==> src/rtl/lane_event_fifo.sv <==
// Lane key event capture: turns keyboard level changes into timestamped press/release
// events, buffers them in a first-word-fall-through queue, and tracks held lanes.
module lane_event_fifo #(
  parameter int unsigned DEPTH = 8,
  parameter int unsigned TS_W  = 16
) (
  input  logic                      clk_in,
  input  logic                      key_reset,
  input  logic                      key_state,
  input  logic [3:0]                key_ascii,
  input  logic [TS_W-1:0]           game_time,
  input  logic                      clear,
  input  logic                      evt_pop,
  output logic                      evt_valid,
  output logic [2:0]                evt_lane,
  output logic                      evt_press,
  output logic [TS_W-1:0]           evt_time,
  output logic [$clog2(DEPTH):0]    evt_count,
  output logic [5:0]                lane_held,
  output logic                      overflow
);

  localparam int unsigned PTR_W = $clog2(DEPTH);
  localparam int unsigned CNT_W = PTR_W + 1;
  localparam int unsigned ENT_W = TS_W + 4;

  logic [ENT_W-1:0] mem [DEPTH];
  logic [PTR_W-1:0] rd_ptr, wr_ptr, rd_n, wr_n;
  logic             prev_state, armed;
  logic [2:0]       prev_lane, cur_lane;

  logic             rel, prs, pop, drop;
  logic [1:0]       n_req, n_push;
  logic [CNT_W-1:0] free, remain, count_n;
  logic [ENT_W-1:0] ent0, ent1, head_n;
  logic [5:0]       held_n;

  // Event detection, queue space arbitration (release wins a single free slot) and next head.
  always_comb begin
    cur_lane = 3'd0;
    if (key_ascii >= 4'd1 && key_ascii <= 4'd6) cur_lane = key_ascii[2:0];

    // armed is low for the first cycle after reset so keys held across reset stay silent
    rel = armed & prev_state & (prev_lane != 3'd0) & (~key_state | (cur_lane != prev_lane));
    prs = armed & key_state & (cur_lane != 3'd0) & (~prev_state | (cur_lane != prev_lane));

    ent0 = rel ? {prev_lane, 1'b0, game_time} : {cur_lane, 1'b1, game_time};
    ent1 = {cur_lane, 1'b1, game_time};

    pop    = evt_pop & evt_valid;
    free   = CNT_W'(DEPTH) - evt_count + CNT_W'(pop);
    n_req  = 2'(rel) + 2'(prs);
    drop   = CNT_W'(n_req) > free;
    n_push = drop ? free[1:0] : n_req;

    remain  = evt_count - CNT_W'(pop);
    count_n = remain + CNT_W'(n_push);
    rd_n    = rd_ptr + PTR_W'(pop);
    wr_n    = wr_ptr + PTR_W'(n_push);

    head_n = '0;
    if (remain == '0) begin
      if (n_push != 2'd0) head_n = ent0;
    end else begin
      head_n = mem[rd_n];
    end

    held_n = lane_held;
    for (int i = 0; i < 6; i++) begin
      if (rel && prev_lane == 3'(i + 1)) held_n[i] = 1'b0;
      if (prs && cur_lane == 3'(i + 1))  held_n[i] = 1'b1;
    end
  end

  // Control state and registered head outputs.
  always_ff @(posedge clk_in or negedge key_reset) begin
    if (!key_reset) begin
      prev_state <= 1'b0;
      prev_lane  <= 3'd0;
      armed      <= 1'b0;
      rd_ptr     <= '0;
      wr_ptr     <= '0;
      evt_count  <= '0;
      evt_valid  <= 1'b0;
      evt_lane   <= 3'd0;
      evt_press  <= 1'b0;
      evt_time   <= '0;
      lane_held  <= 6'd0;
      overflow   <= 1'b0;
    end else begin
      prev_state <= key_state;
      prev_lane  <= cur_lane;
      armed      <= 1'b1;
      if (clear) begin
        rd_ptr    <= '0;
        wr_ptr    <= '0;
        evt_count <= '0;
        evt_valid <= 1'b0;
        evt_lane  <= 3'd0;
        evt_press <= 1'b0;
        evt_time  <= '0;
        lane_held <= 6'd0;
        overflow  <= 1'b0;
      end else begin
        rd_ptr    <= rd_n;
        wr_ptr    <= wr_n;
        evt_count <= count_n;
        evt_valid <= count_n != '0;
        {evt_lane, evt_press, evt_time} <= head_n;
        lane_held <= held_n;
        overflow  <= overflow | drop;
      end
    end
  end

  // Entry storage; needs no reset since pointers and count define validity.
  always_ff @(posedge clk_in) begin
    if (!clear) begin
      if (n_push != 2'd0) mem[wr_ptr] <= ent0;
      if (n_push == 2'd2) mem[wr_ptr + PTR_W'(1)] <= ent1;
    end
  end

endmodule

==> config.mk <==
export PLATFORM = sky130hd
export DESIGN_NAME = lane_event_fifo
export DESIGN_NICKNAME = d
export VERILOG_FILES = /design/src/rtl/lane_event_fifo.sv
export SDC_FILE = /design/constraint.sdc
export NUM_CORES = 1
export LEC_CHECK = 0
export CELL_PAD_IN_SITES_DETAIL_PLACEMENT = 0
export CELL_PAD_IN_SITES_GLOBAL_PLACEMENT = 1
export CORE_ASPECT_RATIO = 0.6
export CORE_MARGIN = 4
export CORE_UTILIZATION = 30
export CTS_BUF_LIST = sky130_fd_sc_hd__clkbuf_16
export CTS_CLUSTER_DIAMETER = 100
export DETAILED_ROUTE_END_ITERATION = 10
export GPL_ROUTABILITY_DRIVEN = 0
export PLACE_DENSITY_LB_ADDON = 0.1
export SLEW_MARGIN = 20
export SYNTH_ARGS = -nofsm -noshare
export SYNTH_HDL_FRONTEND = slang
export SYNTH_SLANG_ARGS = --single-unit
==> constraint.sdc <==
create_clock -name clk_in -period 6.69 [get_ports clk_in]
set_input_delay 0.669 -clock clk_in [delete_from_list [all_inputs] [get_ports clk_in]]
set_output_delay 0.669 -clock clk_in [all_outputs]
set_load 0.02 [all_outputs]
==> reports/metrics.cfg <==
[power]
p_per_area_nw_per_um2 = 334.4
leak_pwr_nw = 3.985
peakVddDrop_mv = 0.1746

[clock_tree]
number_of_buffers_inserted_during_clock_tree_synthesis = 22
ctsResizeCount = 0
clkTransAtPathRegs_ps = 70
clkLatencyLatePin_ps = 510
cts.sink_count = 203
cts_tree = built
clock_tree.buffer_depth = 3
cts_hold_bufs = 0
clk_root_buffer_cell = sky130_fd_sc_hd__clkbuf_16
cts-htree-levels = 1
post_cts_buffers = 0

[critical_path]
timing.critical_path.fanout_max = 23
worst-setup-path-type = primary input to register
r2r_cells = 16
timing.reg2reg.setup_slack_ps = 1650
worstPathRequired_ps = 6880
worstSetupStartpointType = primary input
r2r_start = prev_lane[0]
r2r-end = mem[2][5]
arrival_ps = 5480
worst_setup_path_end_kind = register

[run]
max_cap_viol = 0

[routing]
wl_per_cell_microns = 20.88
route.antenna.remaining_nets = 0
detail_route.first_pass.iterations = 5
routed_wirelength_mm = 25.02
drc = 0
drtIter0Drc = 351
post_drt_via_cell_ratio = 4.966
routed-via-count = 5949

[synthesis]
yosys_most_used_dff = sky130_fd_sc_hd__edfxtp_1
synth.net_count = 750
post_synth_inst_count = 711
post_synth.cell_area_avg_sq_um = 13.68
synth-async-reset-ratio = 0.2118
netlist.top_cell.by_area = sky130_fd_sc_hd__edfxtp_1
synth_seq_cells = 203
synth.yosys.seq_area_share = 0.5964
synthesis.yosys.warnings = 0
post_synth_instance_area_sq_um = 9726
synth_enable_flop_cells = 152
yosysUniqueCellTypes = 51
yosysTopAreaCellShare = 0.4693
synthTopCellsByArea = sky130_fd_sc_hd__edfxtp_1 47%, sky130_fd_sc_hd__dfrtp_1 11%, sky130_fd_sc_hd__mux4_2 9.3%

[grt]
first_global_vias = 6057
antenna_violations_before_repair = 0
total_global_routing_track_utilization = 0.1419
grt_pass1_wl_mm = 38.34
grt-ovfl-total = 0
largest_net_degree_at_the_start_of_global_routing = 44

[die]
placeable_area_sq_um = 31590
design.die.area_sq_um = 35460
start_util = 0.3078
fp.dieH_microns = 147.5
die_width_microns = 240.4
placement_rows = 50
design.portCount = 57

[min_path]
hold_path_class = primary input to asynchronous set/reset pin

[timing]
maxClockFrequency_ghz = 0.1890
max-slew-margin-rel = 0.3471
final-max-slew-violation-count = 0
rsz_0062_raised_after_global_routing = false
final.setup.tns_ps = 0
period_share = 0.7909
hold_viol = 0
final_critical_path_setup_slack_ps = 1399
timing.clock.skew_ps = 9.642
finalWorstPathRequiredPeriod_ps = 5291
finalSetupViolCount = 0
tightestPinTransition_ps = 979.4

[placement]
dpl_worst_slack_ps = 902.5
placed_area_sq_um = 10710
hpwlAfterDp_mm = 16.50
buffer_ports.inserted = 56

[run_status]
outcome = complete, no violations

[layout]
num-nets-final = 806
area_growth_pct = 17.46
drive_gt1_frac = 0.1419
post-route-util = 0.3616
diodes = 0
fin_area_sq_um = 11420

## Yosys cell counts (10+ instances only)
cell                         n
sky130_fd_sc_hd__and2_1    131
sky130_fd_sc_hd__mux4_2     40
sky130_fd_sc_hd__ha_1       12
sky130_fd_sc_hd__a31oi_1    18
sky130_fd_sc_hd__nor2_1     34
sky130_fd_sc_hd__nand2_1    54
sky130_fd_sc_hd__nand3_1    16
sky130_fd_sc_hd__inv_1      17
sky130_fd_sc_hd__edfxtp_1  152
sky130_fd_sc_hd__a21oi_1    26
sky130_fd_sc_hd__dfrtp_1    43
sky130_fd_sc_hd__o32ai_1    16
sky130_fd_sc_hd__clkbuf_1   16
sky130_fd_sc_hd__o22ai_1    10
## critical path, cell delays in order
cell and delay, ps:
sky130_fd_sc_hd__clkdlybuf4s50_1 600, sky130_fd_sc_hd__nand3b_1 170, sky130_fd_sc_hd__o21ai_1 70, sky130_fd_sc_hd__a31o_2 260, sky130_fd_sc_hd__a22o_1 270, sky130_fd_sc_hd__a31o_2 310
sky130_fd_sc_hd__inv_1 80, sky130_fd_sc_hd__ha_1 290, sky130_fd_sc_hd__ha_1 320, sky130_fd_sc_hd__o21ai_0 90, sky130_fd_sc_hd__nand2_1 90, sky130_fd_sc_hd__a221o_1 490
sky130_fd_sc_hd__a22oi_4 550, sky130_fd_sc_hd__buf_4 340, sky130_fd_sc_hd__nand3_1 220, sky130_fd_sc_hd__o31ai_4 250, sky130_fd_sc_hd__buf_4 400
## cell type report
| class | instances | area (sq um) |
|---|---|---|
| clock buffers | 23 | 575.6 |
| clock inverters | 16 | 126.4 |
| fillers | 3030 | 20170 |
| inverters | 19 | 71.32 |
| multi-input cells | 450 | 3666 |
| flip-flops and latches | 203 | 5801 |
| well taps | 416 | 520.5 |
| repair buffers | 71 | 663.1 |
## report_power, final
part	internal [W]	switching [W]	total, W
sequential	0.00143	0.0000486	0.00148
clock	0.000698	0.000504	0.00120
combinational	0.000475	0.000660	0.00114
## how the worst max path moves through the flow
| stage | start | endpoint | slack, ps |
|---|---|---|---|
| after global placement | key_ascii[0] | mem[6][12] | 960 |
| after floorplan | key_ascii[0] | evt_valid | 2120 |
| final | key_ascii[0] | mem[2][5] | 1400 |
| after detailed placement | key_ascii[0] | mem[2][3] | 900 |
| after global routing | key_ascii[0] | mem[6][14] | 1130 |
| after CTS | key_ascii[0] | mem[2][3] | 1460 |
## per-stage QoR
| step | power [W] | std cells | hold slack (ps) |
|---|---|---|---|
| finish | 0.003820 | 1198 | 278.9 |
| global placement | 0.002668 | 1159 | 477.9 |
| CTS | 0.003879 | 1198 | 288.7 |
| floorplan | 0.002275 | 711 | 373.4 |
| global route | 0.004028 | 1198 | 346.0 |
| detailed placement | 0.002657 | 1159 | 480.8 |
## flip-flops by register name, indices dropped and copies added (netlist names)
register    count
lane_held       6
prev_lane       3
wr_ptr          3
evt_press       1
evt_time       16
rd_ptr          3
evt_lane        3
evt_valid       1
armed           1
mem           160
prev_state      1
overflow        1
evt_count       4
## cell usage in the layout (no fill, tap or decap), drive strengths merged, types with 19 or more instances in the layout
| master | synthesis | routed |
|---|---|---|
| edfxtp | 152 | 152 |
| and2 | 131 | 131 |
| nand2 | 54 | 54 |
| clkdlybuf4s50 | 0 | 54 |
| dfrtp | 43 | 43 |
| mux4 | 40 | 40 |
| nor2 | 34 | 34 |
| a21oi | 26 | 26 |
| clkbuf | 16 | 23 |
| inv | 17 | 20 |
| a31oi | 19 | 19 |
## cell families after synthesis
group	after synthesis	synth area share
flops	203	0.5964
buf+inv	58	0.03062
fa+ha+maj	14	0.01955
xor+xnor	10	0.009005
simple gates	269	0.1499
compound gates	111	0.09559
mux	45	0.09855
other cells	1	0.0003856
## routing by layer
metal / vias up / routed length, microns / global-route usage / part of all wire
li1: 2761 / - / - / -
met4: 0 / 422 / 0.02796 / 0.017
met3: 39 / 1182 / 0.03021 / 0.047
met5: - / 0 / 0 / 0
met2: 127 / 10370 / 0.1999 / 0.41
met1: 3022 / 13050 / 0.2239 / 0.52
Note: power is estimated with default switching activity, not from simulation.
